`src/rtl/hazard_pkg.sv`:
```
// Shared types and constants for the ID-stage hazard/forwarding controller.
// Scoreboard destinations are held at SB_DST_W bits, enough for any REG_AW up to 8.
package hazard_pkg;
   localparam int SB_DST_W = 8;

   typedef struct packed {
      logic                v;
      logic [SB_DST_W-1:0] dst;
      logic                ld;
   } sb_entry_t;

   localparam int FWD_RF = 0;

   localparam logic [5:0] OP_RTYPE = 6'b000000;
   localparam logic [5:0] OP_ADDI  = 6'b001000;
   localparam logic [5:0] OP_LW    = 6'b100011;
   localparam logic [5:0] OP_J     = 6'b000010;
endpackage

```
`src/rtl/hazard_sb.sv`:
```
// In-flight register-write scoreboard: sb[0] is EX, sb[DEPTH-1] is WB.
// A flush bubbles both the slot being filled from ID and the slot the EX entry would move into.
module hazard_sb
   import hazard_pkg::*;
#(
   parameter int REG_AW = 5,
   parameter int DEPTH  = 3
) (
   input  logic                    clk,
   input  logic                    rst,
   input  logic                    push,
   input  logic                    flush,
   input  logic [REG_AW-1:0]       push_dst,
   input  logic                    push_ld,
   output sb_entry_t [DEPTH-1:0]   sb
);

   sb_entry_t head;

   always_comb begin
      head = '0;
      if (push) begin
         head.v   = 1'b1;
         head.dst = SB_DST_W'(push_dst);
         head.ld  = push_ld;
      end
   end

   always_ff @(posedge clk) begin
      if (rst) begin
         sb <= '0;
      end else begin
         sb[0] <= head;
         for (int k = 1; k < DEPTH; k++) sb[k] <= sb[k-1];
         if (flush) sb[1] <= '0;
      end
   end

endmodule

```
`src/rtl/hazard_unit_p.sv`:
```
// Hazard and forwarding controller beside ID: same-cycle stall, registered EX forward selects,
// and a saturating stall counter, all driven from a private scoreboard of pending writes.
module hazard_unit_p
   import hazard_pkg::*;
#(
   parameter int REG_AW   = 5,
   parameter int DEPTH    = 3,
   parameter int FWD_EN   = 1,
   parameter int LOAD_LAT = 1,
   parameter int CNT_W    = 16,
   localparam int FW      = $clog2(DEPTH + 1)
) (
   input  logic              clk,
   input  logic              rst,
   input  logic              id_valid,
   input  logic [REG_AW-1:0] id_rs,
   input  logic [REG_AW-1:0] id_rt,
   input  logic              id_use_rs,
   input  logic              id_use_rt,
   input  logic              id_wr_en,
   input  logic [REG_AW-1:0] id_wr_dst,
   input  logic              id_is_load,
   input  logic              ex_flush,
   output logic              stall,
   output logic [FW-1:0]     ex_fwd_rs,
   output logic [FW-1:0]     ex_fwd_rt,
   output logic [CNT_W-1:0]  stall_cnt,
   output logic              sb_busy
);

   sb_entry_t [DEPTH-1:0] sb;
   logic                  push;
   logic                  haz;
   logic                  m_rs, m_rt, lu_rs, lu_rt;
   logic [FW-1:0]         y_rs, y_rt;

   // Scan oldest to youngest so the youngest matching producer is the one left standing.
   always_comb begin
      m_rs  = 1'b0;
      m_rt  = 1'b0;
      lu_rs = 1'b0;
      lu_rt = 1'b0;
      y_rs  = '0;
      y_rt  = '0;
      for (int k = DEPTH - 1; k >= 0; k--) begin
         if (id_use_rs && id_rs != '0 && sb[k].v && sb[k].dst == SB_DST_W'(id_rs)) begin
            m_rs  = 1'b1;
            y_rs  = FW'(k);
            lu_rs = sb[k].ld && (k < LOAD_LAT);
         end
         if (id_use_rt && id_rt != '0 && sb[k].v && sb[k].dst == SB_DST_W'(id_rt)) begin
            m_rt  = 1'b1;
            y_rt  = FW'(k);
            lu_rt = sb[k].ld && (k < LOAD_LAT);
         end
      end
   end

   always_comb begin
      if (FWD_EN == 0) haz = id_valid && (m_rs || m_rt);
      else             haz = id_valid && (lu_rs || lu_rt);
   end

   assign stall = haz && !ex_flush;
   assign push  = id_valid && id_wr_en && id_wr_dst != '0 && !stall && !ex_flush;

   hazard_sb #(
      .REG_AW (REG_AW),
      .DEPTH  (DEPTH)
   ) u_sb (
      .clk      (clk),
      .rst      (rst),
      .push     (push),
      .flush    (ex_flush),
      .push_dst (id_wr_dst),
      .push_ld  (id_is_load),
      .sb       (sb)
   );

   always_ff @(posedge clk) begin
      if (rst) begin
         ex_fwd_rs <= FW'(FWD_RF);
         ex_fwd_rt <= FW'(FWD_RF);
         stall_cnt <= '0;
      end else begin
         if (FWD_EN != 0 && id_valid && !stall && !ex_flush) begin
            ex_fwd_rs <= m_rs ? y_rs + FW'(1) : FW'(FWD_RF);
            ex_fwd_rt <= m_rt ? y_rt + FW'(1) : FW'(FWD_RF);
         end else begin
            ex_fwd_rs <= FW'(FWD_RF);
            ex_fwd_rt <= FW'(FWD_RF);
         end
         if (stall && stall_cnt != '1) stall_cnt <= stall_cnt + 1'b1;
      end
   end

   always_comb begin
      sb_busy = 1'b0;
      for (int k = 0; k < DEPTH; k++) sb_busy = sb_busy | sb[k].v;
   end

endmodule

```
`config.mk`:
```
export PLATFORM = sky130hd
export DESIGN_NAME = hazard_unit_p
export DESIGN_NICKNAME = d
export VERILOG_FILES = /design/src/rtl/hazard_pkg.sv /design/src/rtl/hazard_sb.sv /design/src/rtl/hazard_unit_p.sv
export SDC_FILE = /design/constraint.sdc
export NUM_CORES = 1
export LEC_CHECK = 0
export CORE_UTILIZATION = 51
export DETAILED_ROUTE_END_ITERATION = 8
export GPL_ROUTABILITY_DRIVEN = 0
export GPL_TIMING_DRIVEN = 0
export PLACE_DENSITY = 0.8
export SLEW_MARGIN = 20
export SYNTH_ARGS = -nofsm -noshare
export SYNTH_HDL_FRONTEND = slang
export SYNTH_HIERARCHICAL = 1
export SYNTH_SLANG_ARGS = --single-unit
```
`constraint.sdc`:
```
create_clock -name clk -period 2.4 [get_ports clk]
set_input_delay 0.24 -clock clk [delete_from_list [all_inputs] [get_ports clk]]
set_output_delay 0.24 -clock clk [all_outputs]
set_load 0.01 [all_outputs]
```
[Word-level counts from Yosys, hierarchy flattened]
Cells that the tools add are included.
Word-level totals
  flip-flop bits (word level): 48
  bits of input ports: 23
  output and inout port bits: 22
  logic and storage cells: 75
Operators by class
  add/subtract/negate cells: 3
  equal/unequal tests: 7
  mux-type cells: 15
  bitwise operators: 6
  reductions and logical operators: 33
Operators by type and width (number)
  equality test 8 x 5 -> 1 bit: 6
  logical AND 1 bit: 23
  adder 16 x 1 -> 16 bit (second input constant): 1
  != test 16 bit (second input constant): 1
  nonzero test 5 bit: 3
  2-to-1 mux 2 bit: 6
  2-to-1 mux 10 bit: 1
  2-to-1 mux 1 bit: 8
  OR reduction 3 bit: 2
  adder 2 x 1 -> 2 bit (second input constant): 2
  NOT 1 bit: 4
  OR reduction 2 bit: 2
  zero test 1 bit: 2
  OR 1 bit: 2
  logical OR 1 bit: 1

[Logic depth before layout (Yosys ltp)]
Gate-level depths: netlist of run 1.
  word-level depth: 13
  depth in mapped cells: 8
  gate-level depth less buffers: 7

[By module]
Netlist of run 1, hierarchy kept.
Modules (own cells, without submodules)
  hazard_unit_p: times used 1, cells an instance 167, area each 1435.1 um^2, seq. area each 400.4 um^2
  hazard_sb: times used 1, cells an instance 54, area each 704.4 um^2, seq. area each 420.4 um^2

[Least setup slack after synthesis of run 1]
Ideal clock, no wire load.
  path type: register to register
  start point: reg stall_cnt[7]
  end point: reg stall_cnt[13]
  library setup time: 0.071 ns
  arrival: 1.823 ns
  required time: 2.329 ns
  setup slack: 0.506 ns
  cell stages (with the launch flop): 7
  buffers on the path: 0
  clock period less this slack: 1.894 ns
  path through: dfxtp_1 nand3_1 nor2_1 nand2_1 or3_1 or4_1 a21oi_1
On the way
  longest elaborated chain between the ends: 2
  elaborated cells on any way between the ends: 3
  classes of those cells: add/sub (1); eq/ne (1); reduce/logical (1)
Ends and longest elaborated chain
  from (decl): line hazard_unit_p.sv:27  | output logic [CNT_W-1:0] stall_cnt,
  from (signal assigned): line hazard_unit_p.sv:93  | if (stall && stall_cnt != '1) stall_cnt <= stall_cnt + 1'b1;
  parallel branches: the longest is 2 deep, another holds adder 16 x 1 -> 16 bit
Several ways; the timed one is not identified.
A chain may end at the register's enable or synchronous reset.

[Worst setup path after layout of run 1]
  start point: in id_rt[3]
  end point: out stall
On the way
  longest elaborated chain between the ends: 8
  elaborated cells on any way between the ends: 9
  classes of those cells: eq/ne (1); mux (1); reduce/logical (7)
Ends and longest elaborated chain
  from (decl): line hazard_unit_p.sv:17  | input logic [REG_AW-1:0] id_rt,
  nonzero test 5 bit: line hazard_unit_p.sv:51  | if (id_use_rt && id_rt != '0 && sb[k].v && sb[k].dst == SB_DST_W'(id_rt)) begin
  logical AND 1 bit (2 in series): line hazard_unit_p.sv:51
  logical AND 1 bit (*): line hazard_unit_p.sv:51
  2-to-1 mux 1 bit (*): line hazard_unit_p.sv:51
  logical OR 1 bit (*): line hazard_unit_p.sv:61  | else haz = id_valid && (lu_rs || lu_rt);
  logical AND 1 bit (*): line hazard_unit_p.sv:61
  logical AND 1 bit (*): line hazard_unit_p.sv:64  | assign stall = haz && !ex_flush;
  to (decl): line hazard_unit_p.sv:24  | output logic stall,
Mark *: on every way between the ends. The rest lies on a longest branch, timed or not.

==> impl_metrics.csv, run 1 <==
group,metric,value,unit
status,status,"finished clean",
placed_design,port_buffers,44,
setup_path,crit_path_start_kind,"input port",
clock_network,htreeDepth,2,
sta,rsz0062_at_grt,"no",
placed_design,placed_cell_area,0.00261,mm2
floorplanning,initial_utilization,54.8,%
sta,tightestPinTransition,502,ps
setup_path,arrival,2020,ps
clock_network,cts_buffers,5,
global_route,grtUsageMet2,37.5,%
sta,final_hold_viol_count,0,
global_route,grt_antenna_before_repair,0,
route,num_vias,1813,
clock_network,cts_buffer_depth,2,
sta,setup_tns,0,ps
floorplanning,die_h,65.9,um
synth,synthCells,217,
global_route,globalRouteMet1Util,30.7,%
global_route,grtUsageMet3,5.86,%
route,remaining_drc_errors,0,
clock_network,root_buffer,"clkbuf_8",
cells_and_area,drive_gt1_share,14.6,%
global_route,grt_max_degree,14,
route,ant_nets,0,
cells_and_area,nNetsFinal,304,
setup_path,worst_setup_path_end_kind,"primary output",
setup_path,cp_max_fo,4,
power,powerDensity,492,mW/mm2
route,drtIter0Drc,80,
synth,syn_area,0.00208,mm2
global_route,overflow,0,
sta,final-setup-viol-count,0,
synth,yosysWarnings,6,
sta,post-route-period-util,94.0,%
power,ir_drop,0.354,mV
clock_network,clk_latency,290,ps
global_route,busiest_layer,"met2",
floorplanning,die_w,65.9,um
clock_network,hold_buffers,0,
cells_and_area,post-route-util,72.7,%
cells_and_area,design_area,0.00276,mm2
synth,syn_area_per_cell,9.59,um2
clock_network,cts_tree,"yes",
floorplanning,floorplan.die_area,0.00434,mm2
cells_and_area,n_antenna_cell,0,
cells_and_area,nFillCells,290,
job,maxCapViolations,0,
min_path,hold_path.class,"reg -> reg",
global_route,grt.total_usage,23.9,%
clock_network,clkSlewWorstSetupHoldPaths,80,ps
global_route,grt_pass1_vias,1765,
sta,slew_violations,0,
sta,skew,5.95,ps
power,leakage,0.988,nW
floorplanning,io-pin-count,45,
route,wl,4650,um
route,wl_per_cell,14.1,um
sta,fmax,0.443,GHz
setup_path,required,2160,ps
cells_and_area,area_growth,32.7,%
setup_path,worstSetupPathType,"in -> out",
sta,layout_min_cycle_time,2260,ps
floorplanning,rows,22,
clock_network,clkSinkCount,39,
placed_design,hpwl,3430,um
global_route,grt_pass1_wl,7790,um
floorplanning,core_area,0.00380,mm2
route,first_pass_iters,4,
route,vias_per_cell,5.51,
sta,relSlewSlack,66.3,%
[report_power, final]
part | switching, mW | total [mW] | internal (mW) | leakage (nW)
Clock | 0.232 | 0.574 | 0.342 | 0.0618
Sequential | 0.00321 | 0.653 | 0.650 | 0.314
Combinational | 0.0633 | 0.132 | 0.0685 | 0.612
Total | 0.299 | 1.36 | 1.06 | 0.988
[registers in the layout (all words and copies together) (netlist names)]
register,count
ex_fwd_rt,2
stall_cnt,16
ex_fwd_rs,2
u_sb/sb,19
[worst max-delay path, cell delays in order]
cell	delay, ps
dlygate4sd2_1	310
or4_4	570
o21ai_4	220
nor4_4	70
o21a_1	220
inv_1	60
nor2_1	40
dlygate4sd2_1	280
[cell type report]
type                       count  area (um2)  share of cell area [%]
clock buffer                   6        82.6                    2.99
multi-input combinational    166        1210                    43.8
tap                           48        60.1                    2.18
clock inverter                 2        38.8                    1.41
inverter                       6        22.5                   0.816
buffer                        14         109                    3.94
timing repair buffer          48         457                    16.5
sequential                    39         781                    28.3
[worst paths after layout]
| kind | cells after the start | slack [ps] | from | endpoint |
|---|---|---|---|---|
| hold reg to reg | 1 | 490 | u_sb/sb[19] | u_sb/sb[29] |
| setup reg to reg | 7 | 200 | u_sb/sb[9] | stall_cnt[12] |
| setup / recovery | 8 | 140 | id_rt[3] | stall |
| hold / removal | 1 | 490 | u_sb/sb[19] | u_sb/sb[29] |
[stage by stage]
| stage | power [mW] | hold WS (ps) | cells | setup WS [ps] |
|---|---|---|---|---|
| after detailed placement | 0.801 | 483 | 317 | -327 |
| after floorplan | 0.737 | 311 | 225 | 506 |
| after CTS | 1.37 | 496 | 329 | 167 |
| after global routing | 1.41 | 517 | 329 | 49.4 |
| final | 1.36 | 495 | 329 | 144 |
| after global placement | 0.800 | 478 | 317 | -325 |
[per-layer routing]
metal	part of all wire (%)	routed length (um)
met1	46	2160
met2	45	2110
met3	5.3	245
met4	2.7	125
met5	0	0
[layout by cell type (no fill, tap or decap), types with 2 or more instances in the layout]
master / count
inv_1: 6
and3b_1: 6
mux2_1: 3
a21oi_1: 12
nor2_1: 14
nor4_4: 2
clkbuf_1: 2
o21ai_0: 5
nand4_1: 7
buf_4: 13
or3_1: 7
xnor2_1: 23
xor2_1: 9
nor4_1: 5
dlygate4sd2_1: 11
nor4b_1: 2
nand3_1: 4
nor3_1: 6
nand2_1: 9
dfxtp_1: 39
or4_4: 2
buf_6: 3
clkbuf_8: 6
conb_1: 9
o21ai_4: 2
o31ai_1: 6
or4_1: 8
nor2b_1: 9
nor3b_2: 6
clkdlybuf4s50_1: 33
[what timing repair did]
item                                    CTS  global route
endpoints found under the setup margin    1             0
buffers inserted                          4             0
gates resized for setup                  13             0
Power figures use the tool's default switching activity.
==> run 2: changes to the inputs <==
Settings changed: CELL_PAD_IN_SITES_DETAIL_PLACEMENT set to 0, CELL_PAD_IN_SITES_GLOBAL_PLACEMENT set to 2, CORE_UTILIZATION 51 to 31, PLACE_DENSITY 0.8 to not set, PLACE_DENSITY_LB_ADDON set to 0.1.
==> impl_metrics.csv, run 2 (synthesis gave the netlist of run 1 again) <==
group,metric,value,unit
status,status,"complete, but fails checks",
status,violations,"DRC",
cells_and_area,drive_gt1_share,14.3,%
cells_and_area,nNetsFinal,303,
placed_design,hpwl,3730,um
sta,slew_violations,0,
min_path,min_from,"u_sb/sb[19]",
route,ant_nets,0,
global_route,grt_antenna_before_repair,0,
cells_and_area,layout.cells.non_filler,357,
power,powerDensity,444,mW/mm2
route,drtIter0Drc,40,
clock_network,clkSlewWorstSetupHoldPaths,80,ps
global_route,grt_pass1_vias,1638,
clock_network,cts_buffers,5,
global_route,grt.total_usage,14.6,%
route,wl,4750,um
floorplanning,floorplan.die_area,0.00704,mm2
setup_path,arrival,2010,ps
setup_path,cp_max_fo,4,
floorplanning,die_h,83.9,um
route,first_pass_iters,6,
setup_path,worst_setup_path_end_kind,"primary output",
floorplanning,die_w,83.9,um
clock_network,root_buffer,"clkbuf_8",
setup_path,crit_start,"id_rt[3]",
floorplanning,initial_utilization,32.4,%
sta,fmax,0.444,GHz
power,leakage,0.963,nW
global_route,grt_pass1_wl,8040,um
sta,whs,491,ps
cells_and_area,mostFrequentLayoutCells,"dfxtp_1 (38), clkdlybuf4s50_1 (33), xnor2_1 (23)",
sta,rsz0062_at_grt,"no",
power,ir_drop,0.169,mV
setup_path,worstSetupPathType,"in -> out",
clock_network,cts_tree,"yes",
setup_path,crit_path_start_kind,"input port",
route,num_vias,1674,
cells_and_area,post-route-util,42.9,%
cells_and_area,largest_register,"u_sb/sb",
sta,skew,6.29,ps
job,maxCapViolations,0,
sta,relSlewSlack,66.1,%
cells_and_area,largest_reg_flops,19,
min_path,hold_path.class,"reg -> reg",
cells_and_area,area_growth,32.4,%
setup_path,required,2160,ps
floorplanning,io-pin-count,45,
sta,setup_tns,0,ps
route,vias_per_cell,4.69,
cells_and_area,top_regs,"u_sb/sb: 19 flops, stall_cnt: 16 flops",
clock_network,cts_buffer_depth,2,
global_route,grt_max_degree,13,
cells_and_area,layout_commonest_cell,"dfxtp_1",
sta,final-setup-viol-count,0,
floorplanning,core_area,0.00642,mm2
clock_network,htreeDepth,2,
global_route,overflow,0,
sta,final_hold_viol_count,0,
setup_path,timing.rr.start,"u_sb/sb[9]",
route,wl_per_cell,13.3,um
floorplanning,rows,29,
sta,layout_min_cycle_time,2250,ps
sta,tightestPinTransition,508,ps
clock_network,clkSinkCount,39,
placed_design,port_buffers,44,
sta,post-route-period-util,93.8,%
clock_network,clk_latency,300,ps
route,remaining_drc_errors,3,
placed_design,dp.cells,346,
cells_and_area,n_antenna_cell,0,
clock_network,hold_buffers,0,
## run 2: layout make-up
type,count,area [um2]
clock inverter,2,12.5
inverter,6,22.5
fill,646,3670
multi-input combinational,166,1210
buffer,14,109
tap,77,96.3
clock buffer,6,72.6
sequential,39,782
timing repair buffer,47,449
## run 2: worst max-delay path, stage by stage
cell and delay [ps]:
dlygate4sd2_1 310, or4_4 570, o21ai_4 240, nor4_4 70
o21a_1 210, inv_1 60, nor2_1 40, dlygate4sd2_1 280
## run 2: layer usage
metal | global-route usage, % | share of wire, %
met1 | 21.1 | 54
met4 | 4.70 | 1.3
met2 | 21.3 | 41
met3 | 3.46 | 4.0
met5 | 0 | 0
## run 2: per-stage QoR
step	worst slack, ps	area, um2	power, mW
finish	149	2750	1.22
global route	24.6	2750	1.27
CTS	142	2750	1.24
detailed placement	-389	2650	0.804
global placement	-402	2650	0.805
floorplan	506	2110	0.737
## run 2: what timing repair did
item | CTS | global route
setup buffers | 3 | 0
resized for setup | 14 | 0
setup endpoints to repair | 4 | 0
## run 2: path summary, 6_finish.rpt
check                       end  slack, ps  depth (start not counted)
hold / removal      u_sb/sb[29]        490                          1
hold reg to reg     u_sb/sb[29]        490                          1
setup reg to reg  stall_cnt[12]        270                          7
setup / recovery          stall        150                          8
## run 2: where the power goes
part / leakage (nW) / internal [mW] / switching (mW) / total [mW]
sequential: 0.315 / 0.650 / 0.00315 / 0.653
combinational: 0.607 / 0.0673 / 0.0634 / 0.131
clock: 0.0412 / 0.203 / 0.236 / 0.439
==> run 3: changes to the inputs <==
Settings changed: SLEW_MARGIN 20 to 25.
==> results of run 3 <==
Same layout as run 2: the final DEF is identical, and so are final timing and power.
